$ cat src/rtl/decode_queue.sv
// decode_queue: decodes RV64 instructions as they are accepted and buffers the
// decoded fields in a DEPTH-entry FIFO for the issue stage.
//
// Ports:
//   clk, reset                   clock and asynchronous active-high reset
//   flush_i                      discard every queued entry at the next edge
//   instr_valid_i/instr_ready_o  input handshake
//   instruction_i, pc_i          instruction word and its PC
//   out_valid_o/out_ready_i      output handshake for the head entry
//   out_pc_o, out_rs1_o, out_rs2_o, out_rd_o, out_op_o, out_fu_o, out_illegal_o
//                                decoded fields of the head entry
//   count_o                      occupied entries
//   decoded_cnt_o, illegal_cnt_o saturating accepted / illegal instruction counts

package decode_queue_pkg;

   typedef enum logic [2:0] {
      FuNone,
      FuAlu,
      FuMult,
      FuLoad,
      FuStore
   } fu_t;

   // OpAdd must stay at encoding 0 so that zeroed storage reads back as ADD.
   typedef enum logic [5:0] {
      OpAdd,
      OpSub,
      OpSll,
      OpSlts,
      OpSltu,
      OpXorl,
      OpSrl,
      OpSra,
      OpOrl,
      OpAndl,
      OpMul,
      OpMulh,
      OpMulhsu,
      OpMulhu,
      OpDiv,
      OpDivu,
      OpRem,
      OpRemu,
      OpAddw,
      OpSllw,
      OpSrlw,
      OpSraw,
      OpLb,
      OpLh,
      OpLw,
      OpLd,
      OpLbu,
      OpLhu,
      OpLwu,
      OpSb,
      OpSh,
      OpSw,
      OpSd
   } fu_op;

   typedef struct packed {
      logic [63:0] pc;
      logic [4:0]  rs1;
      logic [4:0]  rs2;
      logic [4:0]  rd;
      fu_op        op;
      fu_t         fu;
      logic        illegal;
   } entry_t;

   localparam entry_t EmptyEntry = '{
      pc:      64'h0,
      rs1:     5'd0,
      rs2:     5'd0,
      rd:      5'd0,
      op:      OpAdd,
      fu:      FuNone,
      illegal: 1'b0
   };

endpackage

module decode_queue
   import decode_queue_pkg::*;
#(
   parameter int unsigned DEPTH = 4,
   parameter int unsigned CNT_W = 16
) (
   input  logic                         clk,
   input  logic                         reset,
   input  logic                         flush_i,
   input  logic                         instr_valid_i,
   output logic                         instr_ready_o,
   input  logic [31:0]                  instruction_i,
   input  logic [63:0]                  pc_i,
   output logic                         out_valid_o,
   input  logic                         out_ready_i,
   output logic [63:0]                  out_pc_o,
   output logic [4:0]                   out_rs1_o,
   output logic [4:0]                   out_rs2_o,
   output logic [4:0]                   out_rd_o,
   output fu_op                         out_op_o,
   output fu_t                          out_fu_o,
   output logic                         out_illegal_o,
   output logic [$clog2(DEPTH+1)-1:0]   count_o,
   output logic [CNT_W-1:0]             decoded_cnt_o,
   output logic [CNT_W-1:0]             illegal_cnt_o
);

   localparam int unsigned PtrW = $clog2(DEPTH);
   localparam int unsigned CntW = $clog2(DEPTH + 1);

   localparam logic [6:0] OpcOp     = 7'b0110011;
   localparam logic [6:0] OpcOp32   = 7'b0011011;
   localparam logic [6:0] OpcLoad   = 7'b0000011;
   localparam logic [6:0] OpcStore  = 7'b0100011;
   localparam logic [6:0] F7Base    = 7'b0000000;
   localparam logic [6:0] F7Alt     = 7'b0100000;
   localparam logic [6:0] F7MulDiv  = 7'b0000001;

   entry_t                mem_q [DEPTH];
   logic [PtrW-1:0]       wr_ptr_q;
   logic [PtrW-1:0]       rd_ptr_q;
   logic [CntW-1:0]       count_q;
   logic [CNT_W-1:0]      decoded_cnt_q;
   logic [CNT_W-1:0]      illegal_cnt_q;

   entry_t                dec;
   entry_t                head;
   logic                  legal;
   logic                  push;
   logic                  pop;

   logic [6:0]            opc;
   logic [2:0]            f3;
   logic [6:0]            f7;

   assign opc = instruction_i[6:0];
   assign f3  = instruction_i[14:12];
   assign f7  = instruction_i[31:25];

   // ------------------------------------------------------------------
   // Combinational decode of the incoming instruction
   // ------------------------------------------------------------------
   always_comb begin
      legal       = 1'b0;
      dec.pc      = pc_i;
      dec.rs1     = instruction_i[19:15];
      dec.rs2     = instruction_i[24:20];
      dec.rd      = instruction_i[11:7];
      dec.op      = OpAdd;
      dec.fu      = FuNone;
      dec.illegal = 1'b0;

      case (opc)
         OpcOp: begin
            case (f7)
               F7Base: begin
                  legal  = 1'b1;
                  dec.fu = FuAlu;
                  case (f3)
                     3'b000:  dec.op = OpAdd;
                     3'b001:  dec.op = OpSll;
                     3'b010:  dec.op = OpSlts;
                     3'b011:  dec.op = OpSltu;
                     3'b100:  dec.op = OpXorl;
                     3'b101:  dec.op = OpSrl;
                     3'b110:  dec.op = OpOrl;
                     default: dec.op = OpAndl;
                  endcase
               end
               F7Alt: begin
                  dec.fu = FuAlu;
                  if (f3 == 3'b000) begin
                     legal  = 1'b1;
                     dec.op = OpSub;
                  end else if (f3 == 3'b101) begin
                     legal  = 1'b1;
                     dec.op = OpSra;
                  end
               end
               F7MulDiv: begin
                  legal  = 1'b1;
                  dec.fu = FuMult;
                  case (f3)
                     3'b000:  dec.op = OpMul;
                     3'b001:  dec.op = OpMulh;
                     3'b010:  dec.op = OpMulhsu;
                     3'b011:  dec.op = OpMulhu;
                     3'b100:  dec.op = OpDiv;
                     3'b101:  dec.op = OpDivu;
                     3'b110:  dec.op = OpRem;
                     default: dec.op = OpRemu;
                  endcase
               end
               default: ;
            endcase
         end

         OpcOp32: begin
            dec.fu  = FuAlu;
            dec.rs2 = 5'd0;
            if (f3 == 3'b000) begin
               legal  = 1'b1;
               dec.op = OpAddw;
            end else if (f3 == 3'b001 && f7 == F7Base) begin
               legal  = 1'b1;
               dec.op = OpSllw;
            end else if (f3 == 3'b101 && f7 == F7Base) begin
               legal  = 1'b1;
               dec.op = OpSrlw;
            end else if (f3 == 3'b101 && f7 == F7Alt) begin
               legal  = 1'b1;
               dec.op = OpSraw;
            end
         end

         OpcLoad: begin
            dec.fu  = FuLoad;
            dec.rs2 = 5'd0;
            legal   = 1'b1;
            case (f3)
               3'b000:  dec.op = OpLb;
               3'b001:  dec.op = OpLh;
               3'b010:  dec.op = OpLw;
               3'b011:  dec.op = OpLd;
               3'b100:  dec.op = OpLbu;
               3'b101:  dec.op = OpLhu;
               3'b110:  dec.op = OpLwu;
               default: legal  = 1'b0;
            endcase
         end

         OpcStore: begin
            dec.fu = FuStore;
            dec.rd = 5'd0;
            legal  = !f3[2];
            case (f3[1:0])
               2'b00:   dec.op = OpSb;
               2'b01:   dec.op = OpSh;
               2'b10:   dec.op = OpSw;
               default: dec.op = OpSd;
            endcase
         end

         default: ;
      endcase

      // Illegal encodings carry no operands so nothing downstream reads stale registers.
      if (!legal) begin
         dec.rs1     = 5'd0;
         dec.rs2     = 5'd0;
         dec.rd      = 5'd0;
         dec.op      = OpAdd;
         dec.fu      = FuNone;
         dec.illegal = 1'b1;
      end
   end

   // ------------------------------------------------------------------
   // Handshakes
   // ------------------------------------------------------------------
   assign instr_ready_o = (count_q != CntW'(DEPTH));
   assign out_valid_o   = (count_q != '0);

   // Flush wins over both handshakes in the same cycle.
   assign push = instr_valid_i && instr_ready_o && !flush_i;
   assign pop  = out_valid_o && out_ready_i && !flush_i;

   // ------------------------------------------------------------------
   // Queue storage, pointers, occupancy and statistics
   // ------------------------------------------------------------------
   always_ff @(posedge clk or posedge reset) begin
      if (reset) begin
         for (int i = 0; i < int'(DEPTH); i++) begin
            mem_q[i] <= EmptyEntry;
         end
         wr_ptr_q      <= '0;
         rd_ptr_q      <= '0;
         count_q       <= '0;
         decoded_cnt_q <= '0;
         illegal_cnt_q <= '0;
      end else if (flush_i) begin
         wr_ptr_q <= '0;
         rd_ptr_q <= '0;
         count_q  <= '0;
      end else begin
         if (push) begin
            mem_q[wr_ptr_q] <= dec;
            // DEPTH is a power of two, so the pointer wraps on overflow.
            wr_ptr_q        <= wr_ptr_q + PtrW'(1);
            if (decoded_cnt_q != {CNT_W{1'b1}}) begin
               decoded_cnt_q <= decoded_cnt_q + CNT_W'(1);
            end
            if (dec.illegal && (illegal_cnt_q != {CNT_W{1'b1}})) begin
               illegal_cnt_q <= illegal_cnt_q + CNT_W'(1);
            end
         end
         if (pop) begin
            rd_ptr_q <= rd_ptr_q + PtrW'(1);
         end
         case ({push, pop})
            2'b10:   count_q <= count_q + CntW'(1);
            2'b01:   count_q <= count_q - CntW'(1);
            default: ;
         endcase
      end
   end

   // ------------------------------------------------------------------
   // Head entry outputs
   // ------------------------------------------------------------------
   assign head          = mem_q[rd_ptr_q];
   assign out_pc_o      = head.pc;
   assign out_rs1_o     = head.rs1;
   assign out_rs2_o     = head.rs2;
   assign out_rd_o      = head.rd;
   assign out_op_o      = head.op;
   assign out_fu_o      = head.fu;
   assign out_illegal_o = head.illegal;

   assign count_o       = count_q;
   assign decoded_cnt_o = decoded_cnt_q;
   assign illegal_cnt_o = illegal_cnt_q;

endmodule

$ cat config.mk
export PLATFORM = sky130hd
export DESIGN_NAME = decode_queue
export DESIGN_NICKNAME = d
export VERILOG_FILES = /design/src/rtl/decode_queue.sv
export SDC_FILE = /design/constraint.sdc
export NUM_CORES = 1
export LEC_CHECK = 0
export CAP_MARGIN = 15
export CORE_UTILIZATION = 45
export DETAILED_ROUTE_END_ITERATION = 12
export DONT_BUFFER_PORTS = 1
export PLACE_DENSITY = 0.61
export SYNTH_ARGS = -nofsm -noshare
export SYNTH_HDL_FRONTEND = slang
export SYNTH_SLANG_ARGS = --single-unit
$ cat constraint.sdc
create_clock -name clk -period 16.6 [get_ports clk]
set_clock_uncertainty 0.05 [all_clocks]
set_input_delay 2.49 -clock clk [delete_from_list [all_inputs] [get_ports clk]]
set_output_delay 2.49 -clock clk [all_outputs]
set_load 0.03 [all_outputs]
==> flow_metrics.env, run 1 <==
export IMPL_power_density_nw_per_um2=179.5
export IMPL_grt_max_degree=123
export IMPL_hold_viol_final=0
export IMPL_drt_first_iter_violations=624
export IMPL_cts_root_buf="clkbuf_16"
export IMPL_synth_seq_cells=395
export IMPL_nets=1352
export IMPL_num_fill_cells=3313
export IMPL_status="finished, final reports clean"
export IMPL_avgSynthCellArea_um2=14.02
export IMPL_clk_path_buf_depth=3
export IMPL_grt_pass1_wl_um=64470
export IMPL_p_leak_nw=8.545
export IMPL_tns_ns=0
export IMPL_post_cts_resized=0
export IMPL_post_cts_buffers=0
export IMPL_wl_um=39780
export IMPL_first_global_vias=10990
export IMPL_synth_nets=1385
export IMPL_via_count=10400
export IMPL_gp_routability_congestion=0.8184
export IMPL_dp_hpwl_um=24880
export IMPL_syn_inst=1272
export IMPL_die_area_um2=40440
export IMPL_whs_ns=0.4203
export IMPL_dpl_cell_area_um2=18170
export IMPL_synth_common_cells="395 x dfrtp_1, 197 x mux2_2, 118 x nand2_1, 89 x mux4_2, 69 x mux2_1"
export IMPL_fin_crit_ns=5.748
export IMPL_cts_max_level=2
export IMPL_crit_type="flip-flop to primary output"
export IMPL_fin_crit_sh_pct=34.63
export IMPL_core_area_um2=38830
export IMPL_die_w_um=201.1
export IMPL_rsz0062_at_grt="false"
export IMPL_synth_top_cell_area_share_pct=55.42
export IMPL_start_kind="flip-flop"
export IMPL_arrival_ns=3.21
export IMPL_worst_pin_slew_ns=0.9861
export IMPL_critPathMaxFanout=34
export IMPL_start_util_pct=45.94
export IMPL_hold_path_class="flip-flop to flip-flop"
export IMPL_yosys_warnings=0
export IMPL_die_h_um=201.1
export IMPL_fin_ws_ns=10.85
export IMPL_async_flop_share_pct=100.0
export IMPL_ant_nets=0
export IMPL_antenna_found_initial=1
export IMPL_peakVddDrop_uv=100.1
export IMPL_grt_ovfl_total=0
export IMPL_max_slew_margin_rel_pct=34.19
export IMPL_slew_viol_final=0
export IMPL_cts_tree="yes"
export IMPL_synth_most_common_cell="dfrtp_1"
export IMPL_row_count=72
export IMPL_synthTopCellsByArea="dfrtp_1 55%, mux2_2 12%, mux4_2 11%"
export IMPL_yosysTopAreaCell="dfrtp_1"
export IMPL_drc=0
export IMPL_multi_input_area_um2=7510
export IMPL_crit_required_ns=14.06
export IMPL_syn_to_final_growth_pct=9.954
export IMPL_holdBufCountCts=0
export IMPL_ys_flop_type="dfrtp_1"
export IMPL_ys_seq_area_share_pct=55.42
export IMPL_drt_pass1_iter_count=5
export IMPL_drive_above_1_share_pct=29.66
export IMPL_cts_made_buffers=43
export IMPL_clock_latency_ns=0.56
export IMPL_cts_clk_slew_worst_paths_ns=0.06
export IMPL_seqCellArea_um2=9892
export IMPL_fin_area_um2=19610
export IMPL_setup_viol=0
export IMPL_io_pins=227
export IMPL_synth_cell_types=56
export IMPL_cap_violations=0
export IMPL_synth_edff_count=0
export IMPL_io_buffers=0
export IMPL_track_usage_pct=20.36
export IMPL_dp_slack_ns=11.04
export IMPL_netlist_area_um2=17840
export IMPL_cts_num_sinks=395
export IMPL_fmax_mhz=174.0
export IMPL_cp_end_kind="primary output"
export IMPL_via_per_inst=5.812
export IMPL_wl_per_cell_um=22.22
## final cells by class
class	instances	share of cell area (%)
antenna	1	0.01276
clock buffer	68	6.693
clock inverter	9	0.4849
inverter	9	0.2105
multi-input combinational	778	38.29
sequential	395	50.44
tap	518	3.305
timing repair buffer	12	0.5614
## cells by family after synthesis
family / share of synthesized area [%]
AO/OA/AOI/OAI: 4.672
adder cells (fa/ha/maj): 0.8839
XOR/XNOR: 1.719
AND/OR/NAND/NOR: 6.517
multiplexers: 28.14
buffers and inverters: 2.645
flip-flops: 55.42
## routing by layer
layer / global-route usage [%] / wire (um)
met5: 0 / 0
met2: 31.77 / 18730
met3: 5.584 / 2798
met1: 27.69 / 17380
met4: 6.407 / 863
## stage by stage
stage	cells	utilization, %	total power (W)
5_1_grt	1789	50.50	0.003704
3_3_place_gp	1711	46.81	0.002578
2_1_floorplan	1272	-	0.002403
4_1_cts	1788	50.43	0.003567
3_5_place_dp	1711	46.81	0.002608
6_report	1790	50.51	0.003520
## critical path, cell delays in order (launching register included)
cell	delay [ns]
dfrtp_4	0.53
buf_4	0.42
buf_16	0.31
buf_4	0.61
mux4_2	0.73
## worst paths after layout
kind,start,end,depth (start not counted),slack [ns]
min in group asynchronous,reset,mem_q[72],1,1.91
setup reg to reg,count_o[1],mem_q[107],6,12.54
setup / recovery,rd_ptr_q[0],out_pc_o[24],4,10.85
max in group asynchronous,reset,rd_ptr_q[1],3,12.26
hold reg to reg,mem_q[104],mem_q[104],2,0.42
hold / removal,mem_q[104],mem_q[104],2,0.42
## state kept, by name, summed over array words and instances (netlist names)
signal and flops:
count_o 3, illegal_cnt_o 16, rd_ptr_q 2, wr_ptr_q 2, mem_q 356, decoded_cnt_o 16
## power by group
group,internal (W),switching [W]
registers,0.00128,0.000218
logic,0.000483,0.000595
clock network,0.000571,0.000374
total,0.00233,0.00119
## cell usage in the layout (no fill, tap or decap), types with 7 or more instances in the layout
cell type / count
o21ai_1: 51
clkbuf_8: 10
clkinv_2: 7
o31ai_1: 22
nor3_1: 10
mux4_2: 89
nand4_1: 15
clkbuf_1: 13
o21ai_0: 19
a32o_1: 16
buf_4: 11
nor4_1: 7
xnor2_1: 22
clkbuf_16: 45
a21oi_1: 11
ha_1: 11
nand3_1: 19
nand2_1: 114
inv_1: 8
mux2_2: 197
xor2_1: 13
and3_1: 9
nor2_1: 32
mux2_1: 69
dfrtp_1: 393
Power figures use the tool's default switching activity.
==> run 2: changes to the inputs <==
Settings changed: PLACE_DENSITY 0.61 to 0.63.
Clock period 16.6 ns to 4.8 ns, I/O delays scaled along.
==> flow_metrics.env, run 2 (same netlist as run 1, synthesis figures left out) <==
export IMPL_drt_pass1_iter_count=5
export IMPL_grt_pass1_wl_um=64070
export IMPL_core_area_um2=38830
export IMPL_cts_num_sinks=395
export IMPL_rr_startpoint="count_o[1]"
export IMPL_row_count=72
export IMPL_dpl_cell_area_um2=18330
export IMPL_arrival_ns=3.78
export IMPL_slew_viol_final=0
export IMPL_start_kind="flip-flop"
export IMPL_post_cts_resized=0
export IMPL_diodes=0
export IMPL_cts_max_level=2
export IMPL_die_area_um2=40440
export IMPL_topRoutingLayerUsed="met4"
export IMPL_fin_crit_ns=3.388
export IMPL_die_w_um=201.1
export IMPL_antenna_found_initial=0
export IMPL_critPathMaxFanout=33
export IMPL_track_usage_pct=20.20
export IMPL_final_common_cell="dfrtp_1"
export IMPL_wl_met2_um=18510
export IMPL_status="finished, final reports clean"
export IMPL_via_count=10300
export IMPL_wl_um=39310
export IMPL_rsz0062_at_grt="false"
export IMPL_drt_met1_wl_um=17530
export IMPL_fin_crit_sh_pct=70.59
export IMPL_hold_viol_final=0
export IMPL_slowest_delay_ns=0.64
export IMPL_whs_ns=0.1752
export IMPL_first_global_vias=11010
export IMPL_peakVddDrop_uv=277.6
export IMPL_setup_viol=0
export IMPL_die_h_um=201.1
export IMPL_drive_above_1_share_pct=30.39
export IMPL_ant_nets=0
export IMPL_cp_end_kind="flip-flop"
export IMPL_largest_reg_flops=356
export IMPL_io_pins=227
export IMPL_wl_per_cell_um=21.86
export IMPL_p_leak_nw=8.618
export IMPL_cpMaxStageDelayCell="or3b_1"
export IMPL_crit_path_start="count_o[1]"
export IMPL_cts_clk_slew_worst_paths_ns=0.06
export IMPL_crit_chain="or3b_1 -> and3b_1 -> nand2_4 -> buf_4 -> mux2_2"
export IMPL_drc=0
export IMPL_syn_to_final_growth_pct=10.78
export IMPL_clock_latency_ns=0.55
export IMPL_crit_type="flip-flop to flip-flop"
export IMPL_cts_made_buffers=43
export IMPL_grt_max_degree=172
export IMPL_clk_path_buf_depth=3
export IMPL_regMostFlops="mem_q"
export IMPL_cts_root_buf="clkbuf_16"
export IMPL_hold_path_class="primary input to flip-flop"
export IMPL_nets=1363
export IMPL_io_buffers=0
export IMPL_cap_violations=0
export IMPL_fmax_mhz=295.1
export IMPL_fin_area_um2=19760
export IMPL_routed_wl_met3_um=2457
export IMPL_dp_hpwl_um=24700
export IMPL_worst_pin_slew_ns=1.073
export IMPL_cts_tree="yes"
export IMPL_final_cell_mix="393 x dfrtp_1, 197 x mux2_2, 114 x nand2_1, 89 x mux4_2, 69 x mux2_1"
export IMPL_drt_first_iter_violations=436
export IMPL_grt_ovfl_total=0
export IMPL_max_slew_margin_rel_pct=28.45
export IMPL_gp_routability_congestion=0.8324
export IMPL_hold_start="flush_i"
export IMPL_power_density_nw_per_um2=618.4
export IMPL_crit_required_ns=5.19
export IMPL_fin_util_pct=50.89
export IMPL_start_util_pct=45.94
export IMPL_via_per_inst=5.728
[run 2: power by group]
part           total [W]  internal [W]  switching [W]
Sequential       0.00517       0.00442       0.000744
Clock            0.00330       0.00200        0.00130
Combinational    0.00375       0.00168        0.00207
Total             0.0122       0.00810        0.00412
[run 2: repair_timing]
action	in CTS	in global routing
endpoints found under the hold margin	14	0
buffers inserted	0	0
hold buffers	1	0
[run 2: cell type report]
type	instances	area (um^2)
well taps	518	648.1
inverters	9	37.54
multi-input cells	778	7510
repair buffers	23	250.2
clock inverters	9	95.09
flip-flops and latches	395	9892
clock buffers	66	1325
fillers	3269	19070
[run 2: critical path, delay by kind of cell, from the launching register on]
family / cells / cell delay [ns]
and+or+nand+nor: 3 / 1.74
DFF: 1 / 0.53
buffers and inverters: 1 / 0.52
muxes: 1 / 0.39
[run 2: stage by stage]
stage / cells / setup slack (ns) / setup TNS [ns] / power (W)
3_5_place_dp: 1722 / 1.342 / 0 / 0.009053
5_1_grt: 1798 / 1.248 / 0 / 0.01285
3_3_place_gp: 1722 / 1.365 / 0 / 0.008910
2_1_floorplan: 1272 / -1.286 / -507.90 / 0.008312
4_1_cts: 1798 / 1.364 / 0 / 0.01239
6_report: 1798 / 1.412 / 0 / 0.01222
[run 2: final timing paths]
path | endpoint | slack, ns | depth (start not counted)
min in group asynchronous | mem_q[232] | 0.61 | 2
max in group asynchronous | mem_q[15] | 2.74 | 3
hold / removal | wr_ptr_q[1] | 0.18 | 1
hold reg to reg | mem_q[15] | 0.42 | 2
setup reg to reg | mem_q[304] | 1.41 | 5
setup / recovery | mem_q[304] | 1.41 | 5
[run 2: layer usage]
| metal | vias up | track usage [%] |
|---|---|---|
| met3 | 57 | 4.984 |
| met2 | 253 | 31.34 |
| li1 | 4628 | - |
| met4 | 0 | 6.434 |
| met1 | 5361 | 27.98 |
| met5 | - | 0 |
==> run 3: changes to the inputs <==
Clock period 4.8 ns to 2.85 ns, I/O delays scaled along.
==> flow_metrics.env, run 3 (same netlist as run 1, synthesis figures left out) <==
export IMPL_fin_crit_sh_pct=94.01
export IMPL_arrival_ns=2.20
export IMPL_gp_routability_congestion=0.8292
export IMPL_worst_pin_slew_ns=0.8352
export IMPL_die_w_um=201.1
export IMPL_start_kind="flip-flop"
export IMPL_grt_pass1_wl_um=65230
export IMPL_total_power_w=0.02089
export IMPL_holdBufCountCts=72
export IMPL_cts_root_buf="clkbuf_16"
export IMPL_largest_reg_flops=356
export IMPL_cts_clk_slew_worst_paths_ns=0.06
export IMPL_dp_hpwl_um=24710
export IMPL_die_area_um2=40440
export IMPL_row_count=72
export IMPL_p_leak_nw=9.098
export IMPL_status="finished, final reports clean"
export IMPL_fmax_mhz=373.2
export IMPL_power_density_nw_per_um2=1004
export IMPL_cts_tree="yes"
export IMPL_fin_crit_ns=2.679
export IMPL_via_per_inst=5.670
export IMPL_wl_um=39350
export IMPL_via_count=10720
export IMPL_cts_num_sinks=395
export IMPL_drt_pass1_iter_count=4
export IMPL_cap_violations=0
export IMPL_whs_ns=0.04217
export IMPL_clock_latency_ns=0.55
export IMPL_core_area_um2=38830
export IMPL_crit_type="flip-flop to primary output"
export IMPL_critPathMaxFanout=58
export IMPL_final_cell_mix="393 x dfrtp_1, 197 x mux2_2, 114 x nand2_1, 89 x mux4_2, 72 x dlygate4sd3_1"
export IMPL_wl_per_cell_um=20.81
export IMPL_hold_path_class="primary input to flip-flop"
export IMPL_die_h_um=201.1
export IMPL_diodes=0
export IMPL_drc=0
export IMPL_syn_to_final_growth_pct=16.60
export IMPL_max_slew_margin_rel_pct=44.32
export IMPL_final_common_cell="dfrtp_1"
export IMPL_grt_max_degree=150
export IMPL_hold_viol_final=0
export IMPL_start_util_pct=45.94
export IMPL_setup_viol=0
export IMPL_post_cts_buffers=0
export IMPL_drive_above_1_share_pct=30.08
export IMPL_first_global_vias=11560
export IMPL_post_cts_resized=0
export IMPL_io_buffers=0
export IMPL_rsz0062_at_grt="false"
export IMPL_cp_end_kind="primary output"
export IMPL_drt_first_iter_violations=575
export IMPL_peakVddDrop_uv=673.5
export IMPL_grt_ovfl_total=0
export IMPL_crit_required_ns=2.37
export IMPL_cts_made_buffers=44
export IMPL_num_fill_cells=3173
export IMPL_track_usage_pct=20.30
export IMPL_regMostFlops="mem_q"
export IMPL_antenna_found_initial=0
export IMPL_ant_nets=0
export IMPL_nets=1458
export IMPL_clk_path_buf_depth=3
export IMPL_io_pins=227
export IMPL_slew_viol_final=0
export IMPL_cts_max_level=2
## run 3: changes by cell type in the layout (fill, tap and decap cells not counted), moves of 2 or more
| cell | delta |
|---|---|
| dlygate4sd3_1 | +71 |
| buf_4 | +12 |
| buf_12 | +11 |
| clkbuf_1 | -2 |
| clkbuf_8 | +2 |
| clkinv_2 | -2 |
## run 3: worst paths after layout
check	start	to	slack [ns]	cells past startpoint
worst max register to register	illegal_cnt_o[6]	illegal_cnt_o[15]	0.34	6
max in group asynchronous	reset	mem_q[346]	1.47	3
worst max-delay path	rd_ptr_q[0]	out_pc_o[27]	0.17	2
min in group asynchronous	reset	mem_q[321]	0.23	2
worst min register to register	mem_q[193]	mem_q[193]	0.42	2
worst min-delay path	instruction_i[15]	mem_q[109]	0.04	2
## run 3: layer usage
layer | GRT usage (%) | up-vias | routed length [um]
met5 | 0 | - | 0
met4 | 5.889 | 0 | 746
met3 | 4.886 | 57 | 2380
met2 | 32.65 | 242 | 18760
met1 | 27.42 | 5604 | 17460
li1 | - | 4819 | -
## run 3: worst max-delay path, stage by stage, from the launching register on
cell and delay (ns):
dfrtp_4 0.44, buf_12 0.35, mux4_2 0.72
## run 3: metrics by stage
stage                      TNS, ns  instance area (um^2)  util (%)  std cells  setup WS (ns)
after floorplan           -1162.61                 17840         -       1272         -2.943
after CTS                        0                 20800     53.56       1891         0.1237
after detailed placement         0                 18640     48.00       1745         0.3512
after global placement           0                 18640     48.00       1745         0.3529
after global routing             0                 20800     53.56       1891        0.08731
final                            0                 20800     53.56       1891         0.1706
## run 3: cell type report
type                       count  area [um^2]  share of cell area, %
tap                          518        648.1                  3.116
clock buffer                  66         1345                  6.467
sequential                   395         9892                  47.56
multi-input combinational    778         7510                  36.11
inverter                       9        37.54                 0.1805
clock inverter                 8        93.84                 0.4512
timing repair buffer         117         1271                  6.112
## run 3: where the power goes
part / total [W] / internal [W] / switching, W
clock network: 0.00564 / 0.00341 / 0.00223
logic: 0.00673 / 0.00300 / 0.00373
registers: 0.00852 / 0.00745 / 0.00106
